--- config.mk ---
export PLATFORM = sky130hd
export DESIGN_NAME = fb_port_arbiter
export DESIGN_NICKNAME = d
export VERILOG_FILES = /design/src/rtl/fb_pkg.sv /design/src/rtl/fb_wr_fifo.sv /design/src/rtl/fb_port_arbiter.sv
export SDC_FILE = /design/constraint.sdc
export NUM_CORES = 1
export LEC_CHECK = 0
export CAP_MARGIN = 10
export CORE_MARGIN = 1
export CORE_UTILIZATION = 30
export DETAILED_ROUTE_END_ITERATION = 16
export PLACE_DENSITY_LB_ADDON = 0.08
export SYNTH_ARGS = -nofsm -noshare
export SYNTH_HDL_FRONTEND = slang
export SYNTH_SLANG_ARGS = --single-unit
export TNS_END_PERCENT = 50
--- constraint.sdc ---
create_clock -name clk -period 3.4 [get_ports clk]
set_clock_uncertainty 0.2 [all_clocks]
set_input_delay 0.68 -clock clk [delete_from_list [all_inputs] [get_ports clk]]
set_output_delay 0.68 -clock clk [all_outputs]
set_load 0.02 [all_outputs]
--- src/rtl/fb_pkg.sv ---
// Shared definitions for the frame-buffer port arbiter: capture-mode state
// encoding and default geometry of the 640x480 RGB444 frame RAM.
package fb_pkg;

  localparam int unsigned DEF_ADDR_W       = 19;
  localparam int unsigned DEF_DATA_W       = 12;
  localparam int unsigned DEF_FIFO_DEPTH   = 4;
  localparam int unsigned DEF_FRAME_PIXELS = 307200;

  // Capture-mode sequencer states
  typedef enum logic [1:0] {
    LIVE    = 2'd0,
    ARM     = 2'd1,
    CAPTURE = 2'd2,
    FROZEN  = 2'd3
  } fb_state_e;

endpackage

--- src/rtl/fb_wr_fifo.sv ---
// Small synchronous FIFO buffering camera pixel writes ahead of the frame RAM.
// Ports:
//   clk, rst            clock, asynchronous active-low reset (empties FIFO)
//   push, push_data     write an entry (caller guarantees !full_c or pop)
//   pop                 drop the head entry (caller guarantees !empty_c)
//   head_c              current head entry
//   full_c, empty_c     status, derived from the wrap-bit pointers
module fb_wr_fifo #(
  parameter int unsigned DEPTH = 4,
  parameter int unsigned W     = 31
) (
  input  logic         clk,
  input  logic         rst,
  input  logic         push,
  input  logic [W-1:0] push_data,
  input  logic         pop,
  output logic [W-1:0] head_c,
  output logic         full_c,
  output logic         empty_c
);

  localparam int unsigned IDX_W = $clog2(DEPTH);
  localparam int unsigned PTR_W = IDX_W + 1;

  logic [PTR_W-1:0] wr_ptr;
  logic [PTR_W-1:0] rd_ptr;
  logic [W-1:0]     mem [DEPTH];

  // Pointer update; the extra MSB distinguishes full from empty
  always_ff @(posedge clk or negedge rst) begin
    if (!rst) begin
      wr_ptr <= '0;
      rd_ptr <= '0;
    end else begin
      if (push) wr_ptr <= wr_ptr + PTR_W'(1);
      if (pop)  rd_ptr <= rd_ptr + PTR_W'(1);
    end
  end

  // Storage; a push into a full FIFO overwrites the slot being popped this cycle
  always_ff @(posedge clk) begin
    if (push) mem[wr_ptr[IDX_W-1:0]] <= push_data;
  end

  assign head_c  = mem[rd_ptr[IDX_W-1:0]];
  assign empty_c = (wr_ptr == rd_ptr);
  assign full_c  = (wr_ptr[PTR_W-1] != rd_ptr[PTR_W-1]) &&
                   (wr_ptr[IDX_W-1:0] == rd_ptr[IDX_W-1:0]);

endmodule

--- src/rtl/fb_port_arbiter.sv ---
// Frame RAM port arbiter: shares the single-port frame RAM between the camera
// pixel writer (buffered through fb_wr_fifo) and the display reader (always
// granted), and sequences live / snapshot capture modes.
// Ports:
//   clk, rst                          clock, asynchronous active-low reset
//   cam_vsync/cam_wr_en/addr/data     camera pixel stream
//   snap_req, live_req                capture-mode request pulses
//   rd_req, rd_addr -> rd_data, rd_valid  display read path (2-cycle latency)
//   ram_en/we/addr/wdata, ram_rdata   frame RAM port (sync read, 1-cycle)
//   frozen, frame_done, ovf_cnt       status
module fb_port_arbiter
  import fb_pkg::*;
#(
  parameter int unsigned ADDR_W       = DEF_ADDR_W,
  parameter int unsigned DATA_W       = DEF_DATA_W,
  parameter int unsigned FIFO_DEPTH   = DEF_FIFO_DEPTH,
  parameter int unsigned FRAME_PIXELS = DEF_FRAME_PIXELS
) (
  input  logic              clk,
  input  logic              rst,
  input  logic              cam_vsync,
  input  logic              cam_wr_en,
  input  logic [ADDR_W-1:0] cam_addr,
  input  logic [DATA_W-1:0] cam_data,
  input  logic              snap_req,
  input  logic              live_req,
  input  logic              rd_req,
  input  logic [ADDR_W-1:0] rd_addr,
  output logic [DATA_W-1:0] rd_data,
  output logic              rd_valid,
  output logic              ram_en,
  output logic              ram_we,
  output logic [ADDR_W-1:0] ram_addr,
  output logic [DATA_W-1:0] ram_wdata,
  input  logic [DATA_W-1:0] ram_rdata,
  output logic              frozen,
  output logic              frame_done,
  output logic [7:0]        ovf_cnt
);

  localparam int unsigned ENT_W = ADDR_W + DATA_W;

  fb_state_e          state;
  fb_state_e          state_nxt;
  logic               frame_done_nxt;
  logic               vsync_q;
  logic               frame_start;
  logic               frame_end;
  logic               push_cand;
  logic               fifo_push;
  logic               fifo_pop;
  logic               fifo_full;
  logic               fifo_empty;
  logic               wr_drop;
  logic [ENT_W-1:0]   fifo_head;

  assign frame_start = cam_vsync & ~vsync_q;
  assign frame_end   = ~cam_vsync & vsync_q;

  // Reads always win the port; the FIFO drains only on read-free cycles
  assign fifo_pop  = ~rd_req & ~fifo_empty;
  assign push_cand = cam_wr_en && (state != FROZEN) &&
                     (cam_addr < ADDR_W'(FRAME_PIXELS));
  assign fifo_push = push_cand & (~fifo_full | fifo_pop);
  assign wr_drop   = push_cand & fifo_full & ~fifo_pop;

  // Read data comes straight from the RAM; only its valid flag is pipelined
  assign rd_data = ram_rdata;

  fb_wr_fifo #(
    .DEPTH (FIFO_DEPTH),
    .W     (ENT_W)
  ) u_wr_fifo (
    .clk       (clk),
    .rst       (rst),
    .push      (fifo_push),
    .push_data ({cam_addr, cam_data}),
    .pop       (fifo_pop),
    .head_c    (fifo_head),
    .full_c    (fifo_full),
    .empty_c   (fifo_empty)
  );

  // Capture-mode state register
  always_ff @(posedge clk or negedge rst) begin
    if (!rst) state <= LIVE;
    else      state <= state_nxt;
  end

  // Next-state logic; live_req overrides everything else
  always_comb begin
    state_nxt      = state;
    frame_done_nxt = 1'b0;
    case (state)
      LIVE: begin
        if (!live_req && snap_req) state_nxt = ARM;
      end
      ARM: begin
        if (live_req)         state_nxt = LIVE;
        else if (frame_start) state_nxt = CAPTURE;
      end
      CAPTURE: begin
        if (live_req) begin
          state_nxt = LIVE;
        end else if (frame_end) begin
          state_nxt      = FROZEN;
          frame_done_nxt = 1'b1;
        end
      end
      FROZEN: begin
        if (live_req)      state_nxt = LIVE;
        else if (snap_req) state_nxt = ARM;
      end
      default: state_nxt = LIVE;
    endcase
  end

  // Registered outputs: RAM port, read valid, status and overflow counter
  always_ff @(posedge clk or negedge rst) begin
    if (!rst) begin
      vsync_q    <= 1'b0;
      ram_en     <= 1'b0;
      ram_we     <= 1'b0;
      ram_addr   <= '0;
      ram_wdata  <= '0;
      rd_valid   <= 1'b0;
      frozen     <= 1'b0;
      frame_done <= 1'b0;
      ovf_cnt    <= '0;
    end else begin
      vsync_q    <= cam_vsync;
      frozen     <= (state_nxt == FROZEN);
      frame_done <= frame_done_nxt;
      // RAM returns read data one cycle after a read is issued
      rd_valid   <= ram_en & ~ram_we;
      if (wr_drop && (ovf_cnt != 8'hFF)) ovf_cnt <= ovf_cnt + 8'd1;
      if (rd_req) begin
        ram_en   <= 1'b1;
        ram_we   <= 1'b0;
        ram_addr <= rd_addr;
      end else if (fifo_pop) begin
        ram_en    <= 1'b1;
        ram_we    <= 1'b1;
        ram_addr  <= fifo_head[ENT_W-1:DATA_W];
        ram_wdata <= fifo_head[DATA_W-1:0];
      end else begin
        ram_en <= 1'b0;
        ram_we <= 1'b0;
      end
    end
  end

endmodule
==> results.toml, run 1 <==
[cells_and_area]
fin_area_mm2 = 0.009026
syn2layout_area_growth_pct = 28.36
final_common_cell = "edfxtp_1"
layout_common_cells = "124 x edfxtp_1, 99 x clkdlybuf4s50_1, 51 x dfrtp_1"
fin_util = 0.3951
n_antenna_cell = 0
nNetsFinal = 576
drive_above_1_share = 0.2004

[floorplanning]
initial_utilization = 0.3078
die_x_um = 155.1
die_y_um = 155.1
dieArea_mm2 = 0.02406
io_pins = 125
core-area_mm2 = 0.02285
fp-row-count = 55

[critical_path]
cp-start-kind = "input port"
cpMaxStageDelayCell = "clkdlybuf4s50_1"
worstPathArrival_ns = 2.64
criticalPathCategory = "input port to register"
cp_data_required_time_ns = 3.51
reg2reg_from = "u_wr_fifo.rd_ptr[0]"
cp-end-kind = "register"
cp_num_buf_inv = 1
cp_max_fo = 7
r2r_cells = 5
r2r_end = "u_wr_fifo.wr_ptr[2]"
max_stage_delay_ns = 0.49
worstPathCellList = "clkdlybuf4s50_1 > a21oi_1 > o2111ai_1 > nor3_1 > mux2_2"
critical_path.top_delay_family = "compound AO/OA/AOI/OAI gates"
regToRegSetupSlack_ns = 1.10

[sta]
maxSlewHeadroom = 0.3663
fmax_mhz = 395.0
finalHoldViolations = 0
grt_setup_unrepaired = "no"
slew_violations = 0
period_minus_slack_ns = 2.532
worst_slack_ns = 0.8682
worstMarginPinSlew_ns = 0.9479
setup_viol = 0
tns_ns = 0
period_share = 0.7447

[clocking]
path_clk_slew_ns = 0.07
post_cts_resized = 0
cts_buffers = 17
clockRootBuffer = "clkbuf_16"
cts_setup_buffers = 0
worstSkewPairLatency_ns = 0.42
cts.sinks = 177
clock_path_buffers = 2
cts_tree = "done"
cts_max_level = 4
hold_buffers = 0

[global_routing]
grt_pass1_wl_um = 22940
antenna_found_initial = 0
grt_pass1_vias = 3971
grt_max_degree = 54
grt_use_total = 0.1303
grt-ovfl-total = 0

[yosys]
ys.flop_type = "edfxtp_1"
synth.top_cells.by_area = "edfxtp_1 53%, dfrtp_1 19%, mux4_2 9.9%"
syn-num-nets = 473
syn_inst = 398
syn_area_mm2 = 0.007032
avgSynthCellArea_um2 = 17.67
synth-seq-cells = 177
synth_edf_count = 124
ys_warn_count = 0
yosys.area.top_type = "edfxtp_1"
netlist.area_leader.share = 0.5295
seq_area_frac_synth = 0.7181
synth_cell_types = 37
synthArstFlopShare = 0.2994

[placement]
placed_cell_area_mm2 = 0.008372
dp_slack_ns = 0.4181
post-dp-hpwl_um = 9284
gp_congestion = 0.6877
portBuffers = 100

[pwr]
p_per_area_mw_per_mm2 = 833.6
report.power.total_w = 0.007524
power_leakage_nw = 3.193
ir_drop_mv = 0.3869

[routing]
ant_nets = 0
drtIter0Drc = 112
viasPerCell = 4.447
drt-total-wl_um = 14640
vias = 3678
drc = 0
routedWlPerCell_um = 17.70
firstDrtPassIters = 4

[min_path]
min_path_type = "input port to async pin"

[flow_run]
maxCapViolations = 0

[status]
status = "finished clean"
-- state kept, by name (all words and copies together) (netlist names) --
name and count:
ram_we 1, u_wr_fifo.wr_ptr 3, ovf_cnt 8, rd_valid 1, u_wr_fifo.rd_ptr 3, frame_done 1, ram_en 1, frozen 1
u_wr_fifo.mem 124, ram_addr 19, state 2, ram_wdata 12, vsync_q 1
-- area by class of cell --
cell class	count	area, um2
clock buffer	17	425.4
inverter	3	11.26
clock inverter	15	229.0
multi-input combinational	189	1798
tap	313	391.6
sequential	177	5052
timing repair buffer	113	1119
fill	2144	13820
-- where the power goes --
| part | switching (W) | internal [W] | total, W |
|---|---|---|---|
| Clock | 0.000836 | 0.00132 | 0.00215 |
| Sequential | 0.000244 | 0.00275 | 0.00300 |
| Combinational | 0.00121 | 0.00117 | 0.00238 |
-- cells in the mapped netlist (3+ instances only) --
master	count
edfxtp_1	124
dfrtp_1	53
a21oi_1	39
mux4_2	31
nand2_1	23
nor2b_1	22
mux2_2	14
buf_4	13
clkbuf_1	10
xor2_1	9
and3_1	6
ha_1	6
nand3_1	6
buf_2	4
xnor2_1	4
inv_1	3
nor2_1	3
nor4_1	3
-- metal layers --
metal | routed length (um) | track usage | vias to the layer above
met2 | 7311 | 0.2186 | 86
met3 | 578 | 0.02953 | 11
met4 | 161 | 0.04668 | 0
met5 | 0 | 0 | -
li1 | - | - | 1718
met1 | 6589 | 0.1652 | 1863
-- how the worst max path moves through the flow --
stage                     cells after the start  slack [ns]    startpoint                   to
after global placement                        5        0.48  cam_addr[12]           ovf_cnt[1]
after detailed placement                      5        0.42  cam_addr[12]           ovf_cnt[1]
after CTS                                     5        0.87  cam_addr[12]           ovf_cnt[1]
final                                         5        0.87  cam_addr[12]           ovf_cnt[1]
after floorplan                               3        0.86  cam_addr[12]  u_wr_fifo.mem[3][0]
after global routing                          5        0.69  cam_addr[12]           ovf_cnt[1]
-- worst reg2reg max path: stages, from the launching register on --
cell and delay (ns):
dfrtp_2 0.56, xnor2_4 0.27, nand4_2 0.35, and3_2 0.35
buf_4 0.25, xor2_1 0.19
-- cells by family after synthesis --
group | share of synthesized area
buf+inv | 0.02687
flops | 0.7181
simple gates | 0.06085
fa+ha+maj | 0.01068
xor+xnor | 0.02402
compound gates | 0.03772
mux | 0.1217
-- stage by stage --
stage	instances	hold slack, ns
6_report	827	0.05182
5_1_grt	827	0.06403
4_1_cts	827	0.06253
3_5_place_dp	795	0.2380
3_3_place_gp	795	0.2391
2_1_floorplan	398	0.1844
Power figures use the tool's default switching activity.
==> run 2, diff against run 1 <==
==> constraint.sdc (replaced) <==
create_clock -name clk -period 2.3 [get_ports clk]
set_clock_uncertainty 0.2 [all_clocks]
set_input_delay 0.46 -clock clk [delete_from_list [all_inputs] [get_ports clk]]
set_output_delay 0.46 -clock clk [all_outputs]
set_load 0.02 [all_outputs]
==> results.toml, run 2 (same netlist as run 1, synthesis figures left out) <==
[pwr]
p_comb_frac = 0.340
switchingPower_w = 0.003426
seq_power_share = 0.401
switching_share = 0.3131
p_per_area_mw_per_mm2 = 1193
report.power.total_w = 0.01094
ir_drop_mv = 0.6068
clkPwrFrac = 0.259
power.internal_w = 0.007518
power_leakage_nw = 3.269

[clocking]
clockRootBuffer = "clkbuf_16"
clock_path_buffers = 2
cts_buffers = 17
cts_max_level = 4
worstSkewPairLatency_ns = 0.42
path_clk_slew_ns = 0.07
cts.sinks = 177
cts_tree = "done"

[routing]
drt-total-wl_um = 15010
viasPerCell = 4.479
firstDrtPassIters = 4
drc = 0
vias = 3794
routedWlPerCell_um = 17.72
ant_nets = 0
drtIter0Drc = 150

[global_routing]
grt_pass1_wl_um = 23340
grt-ovfl-total = 0
grt_max_degree = 54
grt_pass1_vias = 4122
grt_use_total = 0.1324
antenna_found_initial = 0

[placement]
portBuffers = 100
gp_congestion = 0.7125
post-dp-hpwl_um = 9985

[floorplanning]
core-area_mm2 = 0.02285
io_pins = 125
die_x_um = 155.1
die_y_um = 155.1
initial_utilization = 0.3078
dieArea_mm2 = 0.02406
fp-row-count = 55

[sta]
finalHoldViolations = 0
period_share = 0.9521
period_minus_slack_ns = 2.190
grt_setup_unrepaired = "no"
worstMarginPinSlew_ns = 0.5170
setup_viol = 0
maxSlewHeadroom = 0.6553
slew_violations = 0
fmax_mhz = 456.7
hold_slack_ns = 0.2325

[critical_path]
cp-end-kind = "primary output"
criticalPathCategory = "register to primary output"
r2r_cells = 4
cpMaxStageDelayCell = "clkdlybuf4s50_1"
max_stage_delay_ns = 0.65
worstPathArrival_ns = 1.53
crit_cells = 1
cp-start-kind = "register"
cp_num_buf_inv = 1
critical_path.top_delay_family = "buffers and inverters"
worstPathCellList = "clkdlybuf4s50_1"
cp_max_fo = 6
cp_data_required_time_ns = 1.64

[cells_and_area]
nNetsFinal = 596
drive_above_1_share = 0.2285
largest_register_ffs = 124
layout_common_cells = "124 x edfxtp_1, 99 x clkdlybuf4s50_1, 51 x dfrtp_1"
syn2layout_area_growth_pct = 30.48
final_common_cell = "edfxtp_1"
n_antenna_cell = 0

[min_path]
min_path_type = "register to register"
hold_path_depth = 1

[status]
status = "finished clean"

[flow_run]
maxCapViolations = 0
## run 2: final timing paths
check / start / endpoint / slack [ns]
hold reg to reg: ram_we / rd_valid / 0.23
max in group asynchronous: rst / u_wr_fifo.rd_ptr[1] / 1.23
min in group asynchronous: rst / ram_addr[8] / 0.37
hold / removal: ram_we / rd_valid / 0.23
setup / recovery: ovf_cnt[2] / ovf_cnt[2] / 0.11
setup reg to reg: u_wr_fifo.wr_ptr[0] / ovf_cnt[1] / 0.27
## run 2: area by class of cell
cell class	count	area, um2
Clock inverter	13	123.9
Fill cell	2170	13670
Tap cell	313	391.6
Clock buffer	19	464.2
Inverter	3	11.26
Multi-Input combinational cell	189	1798
Timing Repair Buffer	133	1334
Sequential cell	177	5052
## run 2: layer usage
layer / up-vias / GRT usage / wire length (um)
li1: 1762 / - / -
met3: 14 / 0.03064 / 462
met5: - / 0 / 0
met1: 1953 / 0.1554 / 6524
met4: 0 / 0.04573 / 169
met2: 65 / 0.2368 / 7856
## run 2: stage by stage
step | cells | cell area (um2) | worst slack (ns) | utilization | TNS (ns)
floorplan | 398 | 7034 | -0.07750 | - | -3.069
global placement | 814 | 8577 | -0.2326 | 0.3754 | -26.66
detailed placement | 814 | 8577 | -0.2484 | 0.3754 | -27.76
CTS | 847 | 9175 | 0.07308 | 0.4016 | 0
global route | 847 | 9175 | 0.05236 | 0.4016 | 0
finish | 847 | 9175 | 0.1102 | 0.4016 | 0
## run 2: power groups by stage
stage | Sequential [W] | Combinational [W] | Clock [W]
after CTS | 0.00440 | 0.00384 | 0.00293
final | 0.00439 | 0.00372 | 0.00283
after global routing | 0.00446 | 0.00404 | 0.00304
after floorplan | 0.00477 | 0.00194 | 0
after detailed placement | 0.00447 | 0.00382 | 0
after global placement | 0.00444 | 0.00381 | 0
## run 2: what timing repair did
action | 4_1_cts | 5_1_grt
gates resized for setup | 0 | 0
hold buffers | 1 | 0
endpoints found under the setup margin | 0 | 0
hold endpoints to repair | 53 | 0
buffers inserted | 0 | 0
